--- src/rtl/nco_fft_framer.sv ---
// Packs the NCO sine/cosine stream into fixed-length complex frames on an Avalon-ST source.
// Optional completed-frame counter is built only when NCO_FFT_FRAMER_FRAME_CNT_EN is defined.
module nco_fft_framer #(
  parameter int MPR        = 14,
  parameter int FFT_LEN    = 1024,
  parameter int LOG2_LEN   = 10,
  parameter int FIFO_DEPTH = 16,
  parameter int LOG2_DEPTH = 4
) (
  input  logic              clk,
  input  logic              reset_n,
  input  logic              run_en,
  input  logic              in_valid,
  input  logic [MPR-1:0]    in_sin,
  input  logic [MPR-1:0]    in_cos,
  output logic              src_valid,
  input  logic              src_ready,
  output logic              src_sop,
  output logic              src_eop,
  output logic [MPR-1:0]    src_real,
  output logic [MPR-1:0]    src_imag,
  output logic              src_error,
  output logic              ovf_sticky,
  input  logic              ovf_clr,
  output logic              busy,
  output logic [15:0]       frame_cnt
);

  localparam int WORD_W = 2*MPR + 3;

  typedef enum logic [1:0] {
    IDLE,
    RUN,
    FINISH
  } state_e;

  state_e                state_q, state_d;
  logic [LOG2_LEN-1:0]   cnt_q, cnt_d;
  logic                  frame_err_q, frame_err_d;
  logic                  ovf_q, ovf_d;
  logic                  busy_q, busy_d;
  logic [LOG2_DEPTH-1:0] wr_ptr_q, wr_ptr_d;
  logic [LOG2_DEPTH-1:0] rd_ptr_q, rd_ptr_d;
  logic [LOG2_DEPTH:0]   fill_q, fill_d;
  logic [WORD_W-1:0]     mem_q [FIFO_DEPTH];

  logic              active;
  logic              sample;
  logic              full;
  logic              empty;
  logic              wr_en;
  logic              rd_en;
  logic              drop;
  logic              is_sop;
  logic              is_eop;
  logic              eop_seen;
  logic [WORD_W-1:0] wr_word;
  logic [WORD_W-1:0] head;

  // Fullness is judged on the registered fill level, so a same-cycle read cannot rescue a write.
  assign active   = (state_q != IDLE);
  assign sample   = in_valid & active;
  assign full     = (fill_q == (LOG2_DEPTH+1)'(FIFO_DEPTH));
  assign empty    = (fill_q == '0);
  assign wr_en    = sample & ~full;
  assign drop     = sample & full;
  assign rd_en    = ~empty & src_ready;
  assign is_sop   = (cnt_q == '0);
  assign is_eop   = (cnt_q == LOG2_LEN'(FFT_LEN - 1));
  assign eop_seen = sample & is_eop;
  assign wr_word  = {is_eop & frame_err_q, is_eop, is_sop, in_cos, in_sin};

  always_comb begin
    state_d     = state_q;
    cnt_d       = cnt_q;
    frame_err_d = frame_err_q;
    ovf_d       = ovf_q;

    if (sample) begin
      cnt_d = cnt_q + 1'b1;
    end

    if (eop_seen) begin
      frame_err_d = 1'b0;
    end else if (drop) begin
      frame_err_d = 1'b1;
    end

    if (drop) begin
      ovf_d = 1'b1;
    end else if (ovf_clr) begin
      ovf_d = 1'b0;
    end

    // Stopping uses the post-sample count so a frame that just completed returns straight to IDLE.
    case (state_q)
      IDLE: begin
        if (run_en) begin
          state_d = RUN;
        end
      end
      RUN: begin
        if (!run_en) begin
          state_d = (cnt_d == '0) ? IDLE : FINISH;
        end
      end
      FINISH: begin
        if (eop_seen) begin
          state_d = IDLE;
        end
      end
      default: state_d = IDLE;
    endcase

    busy_d = (state_d != IDLE);
  end

  always_comb begin
    wr_ptr_d = wr_ptr_q;
    rd_ptr_d = rd_ptr_q;
    fill_d   = fill_q;
    if (wr_en) begin
      wr_ptr_d = wr_ptr_q + 1'b1;
    end
    if (rd_en) begin
      rd_ptr_d = rd_ptr_q + 1'b1;
    end
    case ({wr_en, rd_en})
      2'b10:   fill_d = fill_q + 1'b1;
      2'b01:   fill_d = fill_q - 1'b1;
      default: fill_d = fill_q;
    endcase
  end

  always_ff @(posedge clk or negedge reset_n) begin
    if (!reset_n) begin
      state_q     <= IDLE;
      cnt_q       <= '0;
      frame_err_q <= 1'b0;
      ovf_q       <= 1'b0;
      busy_q      <= 1'b0;
      wr_ptr_q    <= '0;
      rd_ptr_q    <= '0;
      fill_q      <= '0;
    end else begin
      state_q     <= state_d;
      cnt_q       <= cnt_d;
      frame_err_q <= frame_err_d;
      ovf_q       <= ovf_d;
      busy_q      <= busy_d;
      wr_ptr_q    <= wr_ptr_d;
      rd_ptr_q    <= rd_ptr_d;
      fill_q      <= fill_d;
    end
  end

  // Storage needs no reset: the pointers flush it and the outputs are masked while empty.
  always_ff @(posedge clk) begin
    if (wr_en) begin
      mem_q[wr_ptr_q] <= wr_word;
    end
  end

  assign head       = mem_q[rd_ptr_q];
  assign src_valid  = ~empty;
  assign src_error  = ~empty & head[2*MPR+2];
  assign src_eop    = ~empty & head[2*MPR+1];
  assign src_sop    = ~empty & head[2*MPR];
  assign src_real   = empty ? '0 : head[2*MPR-1:MPR];
  assign src_imag   = empty ? '0 : head[MPR-1:0];
  assign ovf_sticky = ovf_q;
  assign busy       = busy_q;

`ifdef NCO_FFT_FRAMER_FRAME_CNT_EN
  logic [15:0] frame_cnt_q;

  always_ff @(posedge clk or negedge reset_n) begin
    if (!reset_n) begin
      frame_cnt_q <= '0;
    end else if (eop_seen) begin
      frame_cnt_q <= frame_cnt_q + 16'd1;
    end
  end

  assign frame_cnt = frame_cnt_q;
`else
  assign frame_cnt = '0;
`endif

endmodule
--- config.mk ---
export PLATFORM = sky130hd
export DESIGN_NAME = nco_fft_framer
export DESIGN_NICKNAME = d
export VERILOG_FILES = /design/src/rtl/nco_fft_framer.sv
export SDC_FILE = /design/constraint.sdc
export NUM_CORES = 1
export LEC_CHECK = 0
export CAP_MARGIN = 25
export CELL_PAD_IN_SITES_DETAIL_PLACEMENT = 1
export CELL_PAD_IN_SITES_GLOBAL_PLACEMENT = 2
export CORE_AREA = 2 2 211 213
export CTS_BUF_LIST = sky130_fd_sc_hd__clkbuf_16
export CTS_CLUSTER_DIAMETER = 120
export DETAILED_ROUTE_END_ITERATION = 7
export DIE_AREA = 0 0 213 215
export HOLD_SLACK_MARGIN = 0.05
export PLACE_DENSITY_LB_ADDON = 0.1
export SYNTH_ARGS = -nofsm -noshare
export SYNTH_HDL_FRONTEND = slang
export SYNTH_SLANG_ARGS = --single-unit
--- constraint.sdc ---
create_clock -name clk -period 4.1 [get_ports clk]
set_input_delay 0.82 -clock clk [delete_from_list [all_inputs] [get_ports clk]]
set_output_delay 0.82 -clock clk [all_outputs]
set_load 0.02 [all_outputs]
==> results of run 1 <==
[routing by layer]
metal | GRT usage | part of all wire | vias to the layer above
met5 | 0 | 0 | -
met4 | 0.04988 | 0.019 | 0
met3 | 0.04238 | 0.054 | 76
met2 | 0.3290 | 0.48 | 250
met1 | 0.3062 | 0.44 | 5139
li1 | - | - | 4019
[through the flow]
| step | cell area, µm² | hold slack, ns | std cells | util |
|---|---|---|---|---|
| finish | 24230 | 0.5219 | 1675 | 0.5553 |
| global route | 24230 | 0.5530 | 1675 | 0.5553 |
| detailed placement | 22360 | 0.5177 | 1574 | 0.5123 |
| floorplan | 20680 | 0.4791 | 930 | - |
| global placement | 22350 | 0.5085 | 1573 | 0.5121 |
| CTS | 24120 | 0.5323 | 1672 | 0.5527 |
[cell families after synthesis]
logic type | Yosys count | synth area share
AOI/OAI and AO/OA | 25 | 0.008077
xor gates and xnor gates | 23 | 0.009778
adders and majority gates | 12 | 0.007652
buffers and inverters | 75 | 0.02205
DFF | 524 | 0.7570
muxes | 156 | 0.1700
other | 1 | 0.0001820
and+or+nand+nor | 99 | 0.02533
[critical path, delay by kind of cell, from the launching register on]
family,cells,cell delay (ns)
mux,2,1.00
buf+inv,3,0.94
flops,1,0.43
simple gates,1,0.20
[Yosys cell counts (all sizes together) (2+ instances only)]
library cell	count
a21o	2
a21oi	5
and2	33
buf	45
clkbuf	17
dfrtp	28
edfxtp	496
ha	11
inv	13
mux4	155
nand2	19
nand2b	5
nand3	6
nand4	4
nor2	19
nor3	7
nor4	3
o21ai	9
o31ai	2
xnor2	15
xor2	8
[timing repair]
item | in CTS | in global routing
setup endpoints to repair | 19 | 25
gates resized for setup | 2 | 11
setup buffers | 2 | 0
cloned | 1 | 2
hold buffers | 0 | 0
[placed cells by master, fill, tap and decap left out, types with 9 or more instances in the layout]
cell type | synthesis | routed
mux4_2 | 155 | 155
clkbuf_16 | 0 | 58
nor2_4 | 0 | 12
buf_12 | 5 | 13
nand2_1 | 19 | 19
inv_1 | 13 | 21
xnor2_1 | 15 | 15
ha_1 | 11 | 11
and2_1 | 33 | 33
clkinv_2 | 0 | 9
conb_1 | 1 | 16
buf_4 | 16 | 31
clkinv_1 | 0 | 14
clkdlybuf4s50_1 | 0 | 59
dfrtp_1 | 28 | 24
edfxtp_1 | 496 | 496
[where the power goes]
part / switching [mW] / internal [mW]
combinational: 2.72 / 2.91
clock: 1.98 / 2.73
sequential: 0.279 / 6.31
total: 4.98 / 11.9
[layout make-up]
type | instances | area [µm²]
Fill cell | 3713 | 19410
Sequential cell | 524 | 15610
Timing Repair Buffer | 120 | 1396
Tap cell | 592 | 740.7
Multi-Input combinational cell | 331 | 4753
Clock buffer | 55 | 1376
Clock inverter | 40 | 312.8
Inverter | 13 | 48.80
[final timing paths]
check / to / depth (start not counted)
setup reg to reg: fill_q[4] / 13
hold reg to reg: frame_err_q / 2
max in group asynchronous: cnt_q[4] / 3
setup / recovery: src_imag[13] / 6
hold / removal: frame_err_q / 2
min in group asynchronous: fill_q[2] / 2
[sequential cells by signal, summed over array words and instances, names as in the netlist]
| register | cells |
|---|---|
| rd_ptr_q | 4 |
| cnt_q | 10 |
| state_q | 2 |
| busy | 1 |
| mem_q | 496 |
| fill_q | 5 |
| frame_err_q | 1 |
| ovf_sticky | 1 |
| wr_ptr_q | 4 |
==> flow_summary.toml, run 1 <==
[detailed_routing]
wl_per_cell_um = 27.73
drt_iter0_markers = 805
drc = 0
vias = 9484
viasPerCell = 5.662
wl_um = 46440
drtAntennaViolNets = 0
drtPass1Iterations = 5

[yosys]
synth.avg_cell_area_um2 = 22.52
async_reset_ff_frac = 0.05344
ys.warnings.count = 0
synth_ff_type = "edfxtp_1"
netlist_instances = 915
synth.area.top_cells = "edfxtp_1, mux4_2, dfrtp_1, and2_1, ha_1"
yosys.area.top_type = "edfxtp_1"
yosysSeqAreaShare = 0.7570
synth_edf_count = 496
syn_area_um2 = 20600
synth_top_cell_area_share = 0.7229
ys_seq_elements = 524
ys_types = 42

[setup_path]
critPathMaxFanout = 15
cp_data_required_time_ns = 3.28
cp-start-kind = "register"
crit_path_start = "rd_ptr_q[0]"
path_cells = "buf_6 -> buf_12 -> mux4_2 -> mux4_2 -> and2_1 -> clkdlybuf4s50_1"
worstPathArrival_ns = 3.16
r2r_start = "fill_q[1]"
crit_top_cell = "mux4_2"
r2r_setup_slack_ns = 1.36
max_stage_delay_ns = 0.54
worstSetupPathType = "reg2out"
cp-end-kind = "primary output"
cp_slowest_cell = "clkdlybuf4s50_1"

[die]
die_h_um = 215
dieArea_um2 = 45800
coreArea_um2 = 43640
start_util = 0.4721
ios = 84
dieWidth_um = 213
fp-row-count = 77

[timing]
finalWorstSetupSlack_ns = 0.1174
timing.setup.tns_ns = 0
fin_crit_ns = 3.983
worst_pin_slew_ns = 0.7042
finalCritPeriodShare = 0.9714
hold_violations = 0
final-setup-viol-count = 0
grt_setup_unrepaired = "false"
slew_violations = 0
finClkSkew_ns = 0.02497
slew_headroom = 0.5291
fmax_mhz = 251.1

[placed_design]
dp_hpwl_um = 25000
place_ws_ns = 0.5565
portBuffers = 67
gp_congestion = 0.6965

[run_status]
status = "complete, no violations"

[final_layout]
areaGrowthSynthToFinish_pct = 17.62
drive_above_1_share = 0.2844
n_antenna_cell = 0
nets = 1090

[global_route]
first_global_vias = 10282
antenna_found_initial = 1
gr-total-overflow = 0
grt_util_all_layers = 0.2098
grt_max_degree = 64
grt_pass1_wl_um = 68420

[worst_hold_path]
holdCritPathClass = "reg2reg"
worstHoldStart = "frame_err_q"

[clock_tree]
clk_latency_ns = 0.60
cts_tree = "done"
clock_tree.buffer_depth = 3
cts_buffers = 54
clk_pin_slew_ns = 0.06
htreeDepth = 2
cts_sinks = 524
cts_root_buf = "clkbuf_16"

[run]
drv_cap = 0

[power_and_ir_drop]
vdd_ir_drop_max_uv = 566.1
post-layout-total-power_mw = 16.92
p_per_area_nw_per_um2 = 698.3
p_leak_nw = 7.921
Note: power is estimated with default switching activity, not from simulation.
==> inputs of run 2 (changes only) <==
- MAX_ROUTING_LAYER: unset -> met4
==> run 2 against run 1 <==
  * Clock-buffer cell count did not move
  * Maximum frequency about the same
  * Clock power is essentially flat
  * Worst setup slack better by 0.0031 ns
  * Critical path depth stayed put
  * Via count decreased by 0.26%
  * Power hardly changed
  * Sequential cell count did not move
  * Sequential power hardly changed
  * Global-route usage grew 0.67 points
  * Largest cell class unchanged
  * Largest power group unchanged
==> flow_summary.toml, run 2 (synthesis results as in run 1) <==
[setup_path]
crit_top_cell = "mux4_2"
path_cells = "buf_6 -> buf_12 -> mux4_2 -> mux4_2 -> and2_1 -> clkdlybuf4s50_1"
crit_end = "src_real[6]"
cp-start-kind = "register"
worstPathArrival_ns = 3.16
crit_path_start = "rd_ptr_q[0]"
max_stage_delay_ns = 0.53
cp_slowest_cell = "clkdlybuf4s50_1"
critPathMaxFanout = 15
r2r_end = "fill_q[4]"
r2r_cells = 13
cp_data_required_time_ns = 3.28
r2r_setup_slack_ns = 1.35
worstSetupPathType = "reg2out"
cp-end-kind = "primary output"
r2r_start = "fill_q[1]"

[die]
fp-row-count = 77
start_util = 0.4721
coreArea_um2 = 43640
die_h_um = 215
ios = 84
dieWidth_um = 213
dieArea_um2 = 45800

[timing]
timing.setup.tns_ns = 0
slew_violations = 0
fmax_mhz = 251.3
hold_violations = 0
finalCritPeriodShare = 0.9706
grt_setup_unrepaired = "false"
fin_crit_ns = 3.980
finClkSkew_ns = 0.02845
final-setup-viol-count = 0
slew_headroom = 0.5430
worst_pin_slew_ns = 0.6833

[power_and_ir_drop]
p_leak_nw = 7.931
post-layout-total-power_mw = 16.91
p_per_area_nw_per_um2 = 697.8
vdd_ir_drop_max_uv = 565.9

[global_route]
antenna_found_initial = 1
first_global_vias = 10277
grt_pass1_wl_um = 68430
grt_util_all_layers = 0.2165
gr-total-overflow = 0
grt_max_degree = 64

[clock_tree]
cts_buffers = 54
clk_latency_ns = 0.61
clock_tree.buffer_depth = 3
cts_tree = "done"
cts_root_buf = "clkbuf_16"
cts_sinks = 524
htreeDepth = 2
clk_pin_slew_ns = 0.06

[placed_design]
portBuffers = 67
dp_hpwl_um = 25000
gp_congestion = 0.7040

[final_layout]
mostFrequentLayoutCells = "edfxtp_1, mux4_2, clkdlybuf4s50_1"
nets = 1090
top_register = "mem_q"
final_common_cell = "edfxtp_1"
num-fill-cells = 3714
drive_above_1_share = 0.2844
reg_top3 = "mem_q x496, cnt_q x10, fill_q x5"
areaGrowthSynthToFinish_pct = 17.65
largest_reg_flops = 496
n_antenna_cell = 0

[detailed_routing]
vias = 9459
wl_um = 46380
drc = 0
viasPerCell = 5.647
drt_iter0_markers = 836
drtPass1Iterations = 5
drtAntennaViolNets = 0
wl_per_cell_um = 27.69

[worst_hold_path]
holdCritPathClass = "reg2reg"
worstHoldStart = "frame_err_q"

[run]
drv_cap = 0

[run_status]
status = "complete, no violations"
==> run 2: worst min path at each step <==
stage	end	slack (ns)	depth (start not counted)
floorplan	fill_q[2]	0.48	2
global placement	frame_err_q	0.51	2
detailed placement	fill_q[3]	0.52	2
CTS	fill_q[3]	0.53	2
global route	fill_q[0]	0.55	1
finish	frame_err_q	0.52	2
==> run 2: cell type report <==
type,count,area [µm²],area share
clock buffers,55,1376,0.05678
repair buffers,120,1401,0.05782
well taps,592,740.7,0.03056
multi-input cells,331,4753,0.1961
flip-flops and latches,524,15610,0.6438
clock inverters,40,312.8,0.01291
inverters,13,48.80,0.002013
==> run 2: layer usage <==
layer	global-route usage	part of all wire	wire length, µm
met3	0.04223	0.054	2518
met4	0.04988	0.019	886
met2	0.3290	0.48	22430
met1	0.3070	0.44	20540
met5	-	0	0
==> run 2: stage by stage <==
stage | utilization | instance area (µm²) | worst slack (ns) | instances | hold slack (ns)
4_1_cts | 0.5527 | 24120 | 0.01028 | 1672 | 0.5323
3_3_place_gp | 0.5121 | 22350 | 0.5792 | 1573 | 0.5085
6_report | 0.5554 | 24240 | 0.1205 | 1675 | 0.5226
5_1_grt | 0.5554 | 24240 | 0.02782 | 1675 | 0.5530
3_5_place_dp | 0.5123 | 22360 | 0.5565 | 1574 | 0.5177
2_1_floorplan | - | 20680 | 0.7560 | 930 | 0.4791
==> run 2: power by group <==
group | total (mW) | switching (mW) | leakage, nW | internal [mW]
Sequential | 6.59 | 0.279 | 4.83 | 6.31
Clock | 4.71 | 1.98 | 0.865 | 2.73
Combinational | 5.62 | 2.71 | 2.24 | 2.91
Total | 16.9 | 4.97 | 7.93 | 11.9
==> run 2: critical path: cells and delay by family, from the launching register on <==
kind                   cells  cell delay [ns]
and+or+nand+nor            1             0.18
muxes                      2             1.02
buffers and inverters      3             0.93
DFF                        1             0.43
==> run 2: what timing repair did <==
item                                    4_1_cts  5_1_grt
hold buffers                                  0        0
endpoints found under the setup margin       19       25
buffers inserted                              2        0
resized for setup                             2       12
cloned                                        1        2
==> inputs of run 3 (changes only) <==
- ABC_AREA: unset -> 1
- CORE_AREA: 2 2 211 213 -> 2 2 225 227
- DIE_AREA: 0 0 213 215 -> 0 0 227 229
- GPL_TIMING_DRIVEN: unset -> 0
- SETUP_SLACK_MARGIN: unset -> 0.1
==> run 3 against run 2 <==
  * Combinational power up 31%
  * Design area up 3.1%
  * Clock-buffer cell count up 2
  * Hold slack worse by 0.28 ns
  * Sequential share of layout area down 2.0 points
  * Area after synthesis up 2.3%
  * Non-clock buffer count up 88
  * Synthesized cell count up 73%
  * Maximum frequency up 2.0%
  * Sequential power down 2%
  * Via count up 50%
  * Final cell count up 47%
==> flow_summary.toml, run 3 <==
[timing]
finClkSkew_ns = 0.01550
holdWs_ns = 0.2386
slew_violations = 0
slew_headroom = 0.4176
hold_violations = 0
timing.setup.tns_ns = 0
fin_crit_ns = 3.903
finalCritPeriodShare = 0.9519
final-setup-viol-count = 0
fmax_mhz = 256.2
worst_pin_slew_ns = 0.8715
grt_setup_unrepaired = "false"

[final_layout]
areaGrowthSynthToFinish_pct = 18.58
top_register = "mem_q"
mostFrequentLayoutCells = "edfxtp_1, nor2_1, o21ai_0"
nets = 1793
num-fill-cells = 5043
largest_reg_flops = 496
reg_top3 = "mem_q x496, cnt_q x10, fill_q x5"
fin_util = 0.5033
n_antenna_cell = 0
multi_input_area_um2 = 4821
final_common_cell = "edfxtp_1"
seq_area_um2 = 15600
drive_above_1_share = 0.1334
layoutNonFillerInstCount = 2463

[placed_design]
portBuffers = 67
place_inst = 2361
gp_congestion = 0.8012
dp_hpwl_um = 44040

[setup_path]
cp-end-kind = "primary output"
worstSetupPathType = "reg2out"
crit_top_cell = "buf_6"
cp_data_required_time_ns = 3.28
max_stage_delay_ns = 0.53
cp_slowest_cell = "dfrtp_2"
worstPathArrival_ns = 3.08
path_cells = "buf_6 -> inv_6 -> buf_6 -> clkbuf_4 -> o21ai_0 -> o221ai_1 -> nand3_1 -> a21oi_2 -> dlygate4sd2_1"
r2r_cells = 8
critPathMaxFanout = 10
cp-start-kind = "register"

[die]
coreArea_um2 = 49660
dieWidth_um = 227
start_util = 0.4244
die_h_um = 229
ios = 84
dieArea_um2 = 51980
fp-row-count = 82

[clock_tree]
cts_tree = "done"
cts_hold_buf = 0
clk_latency_ns = 0.62
cts_root_buf = "clkbuf_16"
cts_sinks = 524
htreeDepth = 2
clk_pin_slew_ns = 0.06
cts_buffers = 56
clock_tree.buffer_depth = 3

[yosys]
ys_seq_elements = 524
synth.area.top_cells = "edfxtp_1, o21ai_0, nor2_1, o221ai_1, dfrtp_1"
synth_edf_count = 496
yosys-top-cells-count = "edfxtp_1, nor2_1, o21ai_0"
yosysMostFrequentCell = "edfxtp_1"
async_reset_ff_frac = 0.05344
netlist_instances = 1586
yosysSeqAreaShare = 0.7400
synth_ff_type = "edfxtp_1"
synth.avg_cell_area_um2 = 13.29
ys_types = 34
synth_top_cell_area_share = 0.7068
yosys.area.top_type = "edfxtp_1"
ys.warnings.count = 0
syn_area_um2 = 21070

[power_and_ir_drop]
combinationalPowerShare = 0.395
pwr-share-seq = 0.346
p_leak_nw = 8.619
internal_power_mw = 11.15
p_per_area_nw_per_um2 = 745.0
clkPwrFrac = 0.258
p_sw_mw = 7.469
post-layout-total-power_mw = 18.62
swShare = 0.4012
vdd_ir_drop_max_uv = 423.4

[detailed_routing]
drc = 0
vias = 14163
drt_iter0_markers = 1241
viasPerCell = 5.750
wl_per_cell_um = 27.95
drtPass1Iterations = 5
wl_um = 68840
drtAntennaViolNets = 0

[worst_hold_path]
holdCritPathClass = "in2async"

[run_status]
status = "complete, no violations"

[global_route]
first_global_vias = 14862
antenna_found_initial = 0
grt_max_degree = 29
gr-total-overflow = 0
grt_pass1_wl_um = 101100
grt_util_all_layers = 0.2783

[run]
drv_cap = 0
## run 3: cell types whose count changed in the layout (fill, tap and decap cells not counted), sizes merged, moves of 48 or more
cell    change
clkbuf     +48
mux4      -155
o21ai     +261
nand3      +58
nor2      +287
o221ai     +98
## run 3: routing by layer
layer,track usage,part of all wire,vias up
met4,0.08660,0.031,0
met2,0.4443,0.48,415
met1,0.3712,0.43,7381
met5,-,0,-
li1,-,-,6234
met3,0.03823,0.055,133
## run 3: repair_timing
| item | CTS | global route |
|---|---|---|
| gates resized for setup | 84 | 10 |
| buffers inserted | 0 | 0 |
| setup endpoints to repair | 31 | 8 |
| endpoints found under the hold margin | 0 | 0 |
## run 3: path summary, 6_finish.rpt
kind	from	end	slack [ns]
max	rd_ptr_q[0]	src_real[12]	0.20
min	reset_n	fill_q[0]	0.24
max reg2reg	state_q[1]	mem_q[12][28]	1.27
min reg2reg	fill_q[4]	fill_q[4]	0.51
max in group asynchronous	reset_n	rd_ptr_q[0]	3.39
min in group clk	fill_q[4]	fill_q[4]	0.51
## run 3: worst max-delay path, delay by kind of cell, from the launching register on
kind            cells  cell delay (ns)
simple gates        1             0.22
flops               1             0.53
compound gates      3             0.59
buf+inv             5             1.11
## run 3: layout make-up
class	instances	share of cell area
clock buffer	57	0.05708
buffer	120	0.03219
inverter	44	0.006909
tap	672	0.03365
multi-input combinational	913	0.1929
timing repair buffer	88	0.04196
sequential	524	0.6241
clock inverter	45	0.01122
## run 3: power groups by stage
stage                     Clock, mW  Combinational [mW]  Sequential, mW
after floorplan                   0                4.04            6.51
after global placement            0                7.15            6.57
after detailed placement          0                7.42            6.56
after CTS                      4.87                7.39            6.45
after global routing           5.06                7.92            6.49
final                          4.81                7.36            6.45
## run 3: kinds of logic (layout without fill, tap and decap cells)
family          after synthesis  count (layout)  share of synthesized area
flops                       524             524                     0.7400
fa+ha+maj                    12              12                   0.007481
xor+xnor                      9               9                   0.003741
compound gates              430             430                     0.1225
other cells                   1              16                  0.0001779
buf+inv                     164             354                    0.04174
simple gates                446             446                    0.08437
## run 3: through the flow
step / setup WS (ns) / instance area (µm²)
floorplan: 0.8353 / 21130
global placement: -1.868 / 22640
detailed placement: 0.2406 / 23170
CTS: 0.09369 / 24970
global route: 0.1052 / 24990
finish: 0.1971 / 24990
